$ cat src/rtl/typing_pkg.sv
// Shared types and codes for the typing-test controller.
// Holds the state encoding, the datapath select codes and the control-word decode.
package typing_pkg;

    typedef enum logic [3:0] {
        ST_IDLE      = 4'd0,
        ST_ARM       = 4'd1,
        ST_WAIT_KEY  = 4'd2,
        ST_START_SW  = 4'd3,
        ST_ECHO_OK   = 4'd4,
        ST_ECHO_BAD  = 4'd5,
        ST_TX_GO     = 4'd6,
        ST_TX_WAIT   = 4'd7,
        ST_CHECK_END = 4'd8,
        ST_FINISH    = 4'd9,
        ST_DONE      = 4'd10
    } state_t;

    localparam logic [1:0] ADDR_CLR = 2'd0;
    localparam logic [1:0] ADDR_INC = 2'd1;

    localparam logic [1:0] OUT_ZERO = 2'd0;
    localparam logic [1:0] OUT_ROM  = 2'd1;
    localparam logic [1:0] OUT_RX   = 2'd2;
    localparam logic [1:0] OUT_ERR  = 2'd3;

    localparam logic [7:0] ERR_CHAR   = 8'h2A;
    localparam logic [7:0] ENTER_CHAR = 8'h0D;

    typedef struct packed {
        logic       en_curr_addr;
        logic [1:0] s_curr_addr;
        logic       en_stopwatch_rst;
        logic       s_stopwatch_rst;
        logic       en_stopwatch_start;
        logic       s_stopwatch_start;
        logic       en_out_byte;
        logic [1:0] s_out_byte;
        logic       en_uart_tx_go;
        logic       s_uart_tx_go;
        logic       game_active;
        logic       game_done;
    } ctrl_t;

    // Moore decode: every datapath control is a function of the state alone.
    function automatic ctrl_t decode_state(input state_t s);
        ctrl_t c;
        c = '0;
        case (s)
            ST_IDLE: begin
                c.en_stopwatch_rst   = 1'b1;
                c.s_stopwatch_rst    = 1'b1;
                c.en_curr_addr       = 1'b1;
                c.s_curr_addr        = ADDR_CLR;
                c.en_stopwatch_start = 1'b1;
                c.s_stopwatch_start  = 1'b0;
            end
            ST_ARM: begin
                c.en_stopwatch_rst = 1'b1;
                c.s_stopwatch_rst  = 1'b0;
            end
            ST_START_SW: begin
                c.en_stopwatch_start = 1'b1;
                c.s_stopwatch_start  = 1'b1;
            end
            ST_ECHO_OK: begin
                c.en_out_byte  = 1'b1;
                c.s_out_byte   = OUT_RX;
                c.en_curr_addr = 1'b1;
                c.s_curr_addr  = ADDR_INC;
            end
            ST_ECHO_BAD: begin
                c.en_out_byte = 1'b1;
                c.s_out_byte  = OUT_ERR;
            end
            ST_TX_GO: begin
                c.en_uart_tx_go = 1'b1;
                c.s_uart_tx_go  = 1'b1;
            end
            ST_TX_WAIT: begin
                c.en_uart_tx_go = 1'b1;
                c.s_uart_tx_go  = 1'b0;
            end
            ST_FINISH: begin
                c.en_stopwatch_start = 1'b1;
                c.s_stopwatch_start  = 1'b0;
            end
            default: c = '0;
        endcase
        c.game_active = (s >= ST_WAIT_KEY) && (s <= ST_CHECK_END);
        c.game_done   = (s == ST_DONE);
        return c;
    endfunction

endpackage

$ cat src/rtl/tx_watchdog.sv
// Bounds the wait for UART TX completion; counts while enabled, clears otherwise.
// expired_o fires on the cycle the count steps to TX_TIMEOUT_CYCLES-1 (needs >= 2).
module tx_watchdog #(
    parameter int unsigned TX_TIMEOUT_CYCLES = 20000
) (
    input  logic clk,
    input  logic rst,
    input  logic en_i,
    output logic expired_o
);

    localparam int unsigned CW = (TX_TIMEOUT_CYCLES > 2) ? $clog2(TX_TIMEOUT_CYCLES) : 1;
    localparam logic [CW-1:0] CNT_PRE = CW'(TX_TIMEOUT_CYCLES - 2);

    logic [CW-1:0] cnt_q, cnt_d;

    always_comb begin
        cnt_d = '0;
        if (en_i) begin
            cnt_d = cnt_q + CW'(1);
        end
    end

    always_ff @(posedge clk) begin
        if (rst) begin
            cnt_q <= '0;
        end else begin
            cnt_q <= cnt_d;
        end
    end

    assign expired_o = en_i && (cnt_q == CNT_PRE);

endmodule

$ cat src/rtl/typing_controller.sv
// Moore FSM sequencing the typing-test datapath: address, stopwatch, echo byte, UART TX.
// Optional mistype counter enabled by TYPING_ERR_COUNT_EN; otherwise err_count reads 0.
module typing_controller
    import typing_pkg::*;
#(
    parameter int unsigned TX_TIMEOUT_CYCLES = 20000,
    parameter int unsigned ERR_W             = 8
) (
    input  logic             clk,
    input  logic             rst,
    input  logic             reset_eq_0,
    input  logic             uart_pressed_eq_1,
    input  logic             start_of_game,
    input  logic             rom_eq_uart,
    input  logic             end_of_game,
    input  logic             stopwatch_start_eq_0_and_rom_eq_0,
    input  logic             stopwatch_start_eq_0_and_rom_ne_0,
    input  logic             tx_done,
    output logic             en_curr_addr,
    output logic [1:0]       s_curr_addr,
    output logic             en_stopwatch_rst,
    output logic             s_stopwatch_rst,
    output logic             en_stopwatch_start,
    output logic             s_stopwatch_start,
    output logic             en_out_byte,
    output logic [1:0]       s_out_byte,
    output logic             en_uart_tx_go,
    output logic             s_uart_tx_go,
    output logic             game_active,
    output logic             game_done,
    output logic [ERR_W-1:0] err_count,
    output logic             tx_timeout
);

    state_t state_q, state_d;
    logic   tx_timeout_q;
    logic   wd_expired;
    ctrl_t  ctrl;

    tx_watchdog #(
        .TX_TIMEOUT_CYCLES(TX_TIMEOUT_CYCLES)
    ) u_tx_watchdog (
        .clk       (clk),
        .rst       (rst),
        .en_i      (state_q == ST_TX_WAIT),
        .expired_o (wd_expired)
    );

    always_comb begin
        state_d = state_q;
        case (state_q)
            ST_IDLE:      if (uart_pressed_eq_1 && start_of_game) state_d = ST_ARM;
            ST_ARM:       state_d = ST_WAIT_KEY;
            ST_WAIT_KEY: begin
                if (uart_pressed_eq_1) begin
                    if (stopwatch_start_eq_0_and_rom_eq_0)      state_d = ST_START_SW;
                    else if (stopwatch_start_eq_0_and_rom_ne_0) state_d = ST_ECHO_BAD;
                    else if (rom_eq_uart)                       state_d = ST_ECHO_OK;
                    else                                        state_d = ST_ECHO_BAD;
                end
            end
            ST_START_SW:  state_d = ST_ECHO_OK;
            ST_ECHO_OK:   state_d = ST_TX_GO;
            ST_ECHO_BAD:  state_d = ST_TX_GO;
            ST_TX_GO:     state_d = ST_TX_WAIT;
            ST_TX_WAIT:   if (tx_done || wd_expired) state_d = ST_CHECK_END;
            ST_CHECK_END: state_d = end_of_game ? ST_FINISH : ST_WAIT_KEY;
            ST_FINISH:    state_d = ST_DONE;
            ST_DONE:      if (uart_pressed_eq_1 && start_of_game) state_d = ST_IDLE;
            default:      state_d = ST_IDLE;
        endcase
        // A user game-reset request wins over every other transition.
        if (!reset_eq_0) begin
            state_d = ST_IDLE;
        end
    end

    always_ff @(posedge clk) begin
        if (rst) begin
            state_q      <= ST_IDLE;
            tx_timeout_q <= 1'b0;
        end else begin
            state_q <= state_d;
            if (state_q == ST_ARM) begin
                tx_timeout_q <= 1'b0;
            end else if (wd_expired) begin
                tx_timeout_q <= 1'b1;
            end
        end
    end

`ifdef TYPING_ERR_COUNT_EN
    logic [ERR_W-1:0] err_q;

    always_ff @(posedge clk) begin
        if (rst) begin
            err_q <= '0;
        end else if (state_q == ST_ARM) begin
            err_q <= '0;
        end else if ((state_q == ST_ECHO_BAD) && (err_q != {ERR_W{1'b1}})) begin
            err_q <= err_q + ERR_W'(1);
        end
    end

    assign err_count = err_q;
`else
    assign err_count = '0;
`endif

    assign ctrl               = decode_state(state_q);
    assign en_curr_addr       = ctrl.en_curr_addr;
    assign s_curr_addr        = ctrl.s_curr_addr;
    assign en_stopwatch_rst   = ctrl.en_stopwatch_rst;
    assign s_stopwatch_rst    = ctrl.s_stopwatch_rst;
    assign en_stopwatch_start = ctrl.en_stopwatch_start;
    assign s_stopwatch_start  = ctrl.s_stopwatch_start;
    assign en_out_byte        = ctrl.en_out_byte;
    assign s_out_byte         = ctrl.s_out_byte;
    assign en_uart_tx_go      = ctrl.en_uart_tx_go;
    assign s_uart_tx_go       = ctrl.s_uart_tx_go;
    assign game_active        = ctrl.game_active;
    assign game_done          = ctrl.game_done;
    assign tx_timeout         = tx_timeout_q;

endmodule

$ cat config.mk
export PLATFORM = sky130hd
export DESIGN_NAME = typing_controller
export DESIGN_NICKNAME = d
export VERILOG_FILES = /design/src/rtl/typing_pkg.sv /design/src/rtl/tx_watchdog.sv /design/src/rtl/typing_controller.sv
export SDC_FILE = /design/constraint.sdc
export NUM_CORES = 1
export LEC_CHECK = 0
export BUFFER_PORTS_ARGS = -buffer_cell sky130_fd_sc_hd__buf_2
export CAP_MARGIN = 40
export CORE_MARGIN = 2
export CORE_UTILIZATION = 40
export DETAILED_ROUTE_END_ITERATION = 10
export GPL_TIMING_DRIVEN = 0
export PLACE_DENSITY = 0.73
export SLEW_MARGIN = 40
export SYNTH_ARGS = -nofsm -noshare
export SYNTH_HDL_FRONTEND = slang
export SYNTH_HIERARCHICAL = 1
export SYNTH_SLANG_ARGS = --single-unit
$ cat constraint.sdc
create_clock -name clk -period 2.1 [get_ports clk]
set_clock_uncertainty 0.1 [all_clocks]
set_input_delay 0.21 -clock clk [delete_from_list [all_inputs] [get_ports clk]]
set_output_delay 0.21 -clock clk [all_outputs]
set_load 0.005 [all_outputs]
==> run_results.csv <==
group,metric,value,unit
setup_path,crit_slowest_cell,"sky130_fd_sc_hd__or4_4",
floorplan,chipHeight,60.8,um
clock_network,clock_path_buffers,2,
floorplan,fp-row-count,20,
setup_path,cells_traversed_along_the_worst_timing_path,"nand4b_4 -> inv_2 -> nand4_1 -> or4_4 -> nor3_4 -> nor3_4 -> buf_4 -> a21oi_1 -> a21oi_1",
setup_path,cp_num_cells,9,
placed_design,placement.setup.worst_slack,-0.175,ns
synth,ys_seq_elements,20,
pwr,share_clk_of_total_power,28.4,%
pwr,peak_vdd_ir,0.271,mV
run_status,run_status,"completed",
global_routing,wire_length_of_the_first_global_routing_pass,4840,um
setup_path,cp_top_family,"simple AND/OR/NAND/NOR gates",
pwr,netSwitchingFraction,23.7,%
synth,synth.largest_area_cell,"sky130_fd_sc_hd__dfxtp_1",
global_routing,grt_max_degree,11,
sta,setup-violations-final,0,
pwr,powerDensity,388,nW/um2
setup_path,path_class,"flop to flop",
floorplan,die_width,60.8,um
routing,route.antenna.remaining_nets,0,
setup_path,timing.critical_path.slowest_cell_delay,0.43,ns
floorplan,die_area,3700,um2
global_routing,number_of_antenna_violations_at_the_first_check_in_global_routing,0,
pwr,p_int,481,uW
setup_path,endpoint_kind,"flop",
synth,post_synth_num_cell_types,42,
min_path,whs_path_depth,2,
routing,dr_total_vias,1257,
sta,fmax,0.496,GHz
global_routing,number_of_global_route_vias_before_repair,1103,
routing,remaining_drc_errors,0,
synth,synth_flop_cell,"sky130_fd_sc_hd__dfxtp_1",
setup_path,worst-endpoint-required,2.19,ns
pwr,net_switching,150,uW
finish,layout.cells.most_common_list,"sky130_fd_sc_hd__buf_2 (27), sky130_fd_sc_hd__buf_4 (23), sky130_fd_sc_hd__nand2_1 (16), sky130_fd_sc_hd__dfxtp_1 (16)",
sta,report.final.hold_viol_count,0,
global_routing,grt_overflow_total,0,
clock_network,tritoncts,"done",
routing,firstDrtPassIters,4,
synth,synthesis.area,1290,um2
pwr,seq_power_share,60.6,%
floorplan,placeableCoreArea,3050,um2
clock_network,clock_pin_slew_on_the_worst_setup_and_hold_paths,0.10,ns
synth,postSynth.asyncResetShare,0,%
placed_design,gp_congestion,0.816,
routing,first_iter_violations,48,
finish,area_growth,26.2,%
clock_network,tritoncts_num_sinks,20,
finish,final_cell_area_excluding_filler_cells,1630,um2
finish,seqCellArea,410,um2
setup_path,worst-r2r-cell-count,9,
placed_design,port_buffers,23,
routing,route.final.wire_length,2900,um
finish,drive_above_1_share,33.2,%
routing,routed_via_density,5.05,
synth,netlist_top_cells_area,"sky130_fd_sc_hd__dfxtp_1 (31%), sky130_fd_sc_hd__buf_4 (6.4%), sky130_fd_sc_hd__nand2_1 (4.7%)",
pwr,total_leakage_power,0.000691,uW
run,max-cap-violations,0,
finish,layout_commonest_cell,"sky130_fd_sc_hd__buf_2",
setup_path,critPathLaunchType,"flop",
clock_network,cts_root_buffer,"sky130_fd_sc_hd__clkbuf_4",
synth,synth_area_per_cell,8.06,um2
pwr,power.total,631,uW
synth,synth_edf_count,0,
placed_design,place.detailed.hpwl,2060,um
sta,fin_ws,0.0823,ns
sta,post-route-period-util,96.1,%
placed_design,placement.cell_area,1500,um2
sta,final.min_clock_period,2.02,ns
synth,synthesis.yosys.warnings,6,
clock_network,cts-buffers-inserted,3,
sta,final-max-slew-violation-count,0,
synth,synth_top_area_share,31.0,%
clock_network,htree_levels,1,
synth,synthCells,160,
clock_network,worst_skew_pair.late_latency,0.30,ns
routing,avgRoutedWirePerCell,11.6,um
finish,design.final.nets,219,
floorplan,io_pins,33,
setup_path,r2r_slack,0.08,ns
setup_path,critPathArrivalTime,2.11,ns
floorplan,start_util,42.3,%
global_routing,combined_global_route_utilization_of_all_metal_layers,17.3,%
setup_path,worst-path-buf-inv,2,
finish,total_area_of_multi_input_combinational_cells,795,um2
setup_path,crit_path_max_fanout,8,
finish,antenna_fix_cells,0,
synth,yosysSeqAreaShare,31.0,%
min_path,timing.hold.worst.class,"primary input to flop",
pwr,combinationalPowerShare,11.0,%
finish,n_fill_cell,315,
[state kept, by name (all words and copies together) (netlist names)]
register,flops
state_q,4
tx_timeout,1
u_tx_watchdog/cnt_q,15
[stage by stage]
step / setup TNS (ns) / util, % / std cells / hold WS, ns
detailed placement: -0.599 / 49.0 / 235 / 0.355
floorplan: 0 / - / 168 / 0.183
CTS: 0 / 52.5 / 247 / 0.0268
global placement: -0.594 / 49.0 / 235 / 0.348
global route: -0.00971 / 53.3 / 249 / 0.0592
finish: 0 / 53.3 / 249 / 0.0459
[logic make-up (layout without fill, tap and decap cells)]
family / count (synthesis) / count (layout) / synth area share [%]
mux: 4 / 4 / 3.10
fa+ha+maj: 2 / 2 / 1.94
xor+xnor: 3 / 3 / 2.04
compound gates: 32 / 32 / 16.8
flops: 20 / 20 / 31.0
buf+inv: 24 / 61 / 11.7
simple gates: 74 / 74 / 33.1
other cells: 1 / 9 / 0.291
[area by class of cell]
class                   instances  share of cell area, %
inverters                       6                   1.38
clock buffers                   3                   1.38
flip-flops and latches         20                   25.2
repair buffers                 35                   12.6
multi-input cells             124                   48.8
well taps                      44                   3.38
plain buffers                  17                   7.23
[worst reg2reg max path, stage by stage (launching register included)]
cell,delay (ns)
sky130_fd_sc_hd__dfxtp_4,0.38
sky130_fd_sc_hd__nand4b_4,0.18
sky130_fd_sc_hd__inv_2,0.07
sky130_fd_sc_hd__nand4_1,0.09
sky130_fd_sc_hd__or4_4,0.43
sky130_fd_sc_hd__nor3_4,0.19
sky130_fd_sc_hd__nor3_4,0.08
sky130_fd_sc_hd__buf_4,0.13
sky130_fd_sc_hd__a21oi_1,0.17
sky130_fd_sc_hd__a21oi_1,0.09
[Yosys cell counts, types with 2 or more instances]
| master | number |
|---|---|
| sky130_fd_sc_hd__a211oi_2 | 2 |
| sky130_fd_sc_hd__a21oi_1 | 10 |
| sky130_fd_sc_hd__a22o_1 | 2 |
| sky130_fd_sc_hd__a2bb2oi_1 | 2 |
| sky130_fd_sc_hd__and2b_1 | 2 |
| sky130_fd_sc_hd__buf_2 | 4 |
| sky130_fd_sc_hd__buf_4 | 11 |
| sky130_fd_sc_hd__buf_6 | 2 |
| sky130_fd_sc_hd__dfxtp_1 | 20 |
| sky130_fd_sc_hd__ha_1 | 2 |
| sky130_fd_sc_hd__inv_1 | 6 |
| sky130_fd_sc_hd__mux2i_1 | 4 |
| sky130_fd_sc_hd__nand2_1 | 16 |
| sky130_fd_sc_hd__nand2b_1 | 5 |
| sky130_fd_sc_hd__nand3_1 | 5 |
| sky130_fd_sc_hd__nand3_2 | 2 |
| sky130_fd_sc_hd__nand4_1 | 5 |
| sky130_fd_sc_hd__nor2_1 | 10 |
| sky130_fd_sc_hd__nor2b_1 | 3 |
| sky130_fd_sc_hd__nor3_1 | 6 |
| sky130_fd_sc_hd__nor3b_1 | 2 |
| sky130_fd_sc_hd__nor4_1 | 5 |
| sky130_fd_sc_hd__o21ai_0 | 7 |
| sky130_fd_sc_hd__o31ai_1 | 2 |
| sky130_fd_sc_hd__or3_1 | 3 |
| sky130_fd_sc_hd__or4_1 | 5 |
| sky130_fd_sc_hd__xor2_1 | 2 |
[per-layer routing]
metal,track usage (%),up-vias,share of wire (%)
met3,5.33,7,5.4
met5,0,-,0
met1,21.3,556,45
li1,-,654,-
met4,2.80,0,1.4
met2,30.1,40,49
[final timing paths]
check | from | endpoint
hold / removal | rst | tx_timeout
setup reg to reg | state_q[3] | state_q[1]
setup / recovery | state_q[3] | state_q[1]
hold reg to reg | u_tx_watchdog/cnt_q[14] | u_tx_watchdog/cnt_q[14]
[repair_timing]
action,4_1_cts,5_1_grt
setup endpoints to repair,5,9
setup buffers,10,2
gates resized for setup,7,4
hold buffers,0,0
pin swaps,5,2
[power groups by stage]
stage / Combinational (uW) / Clock (uW) / Sequential [uW]
2_1_floorplan: 45.7 / 0 / 391
3_3_place_gp: 66.9 / 0 / 392
3_5_place_dp: 67.5 / 0 / 392
4_1_cts: 67.6 / 188 / 384
5_1_grt: 76.9 / 201 / 383
6_report: 69.4 / 179 / 382
Note: power is estimated with default switching activity, not from simulation.
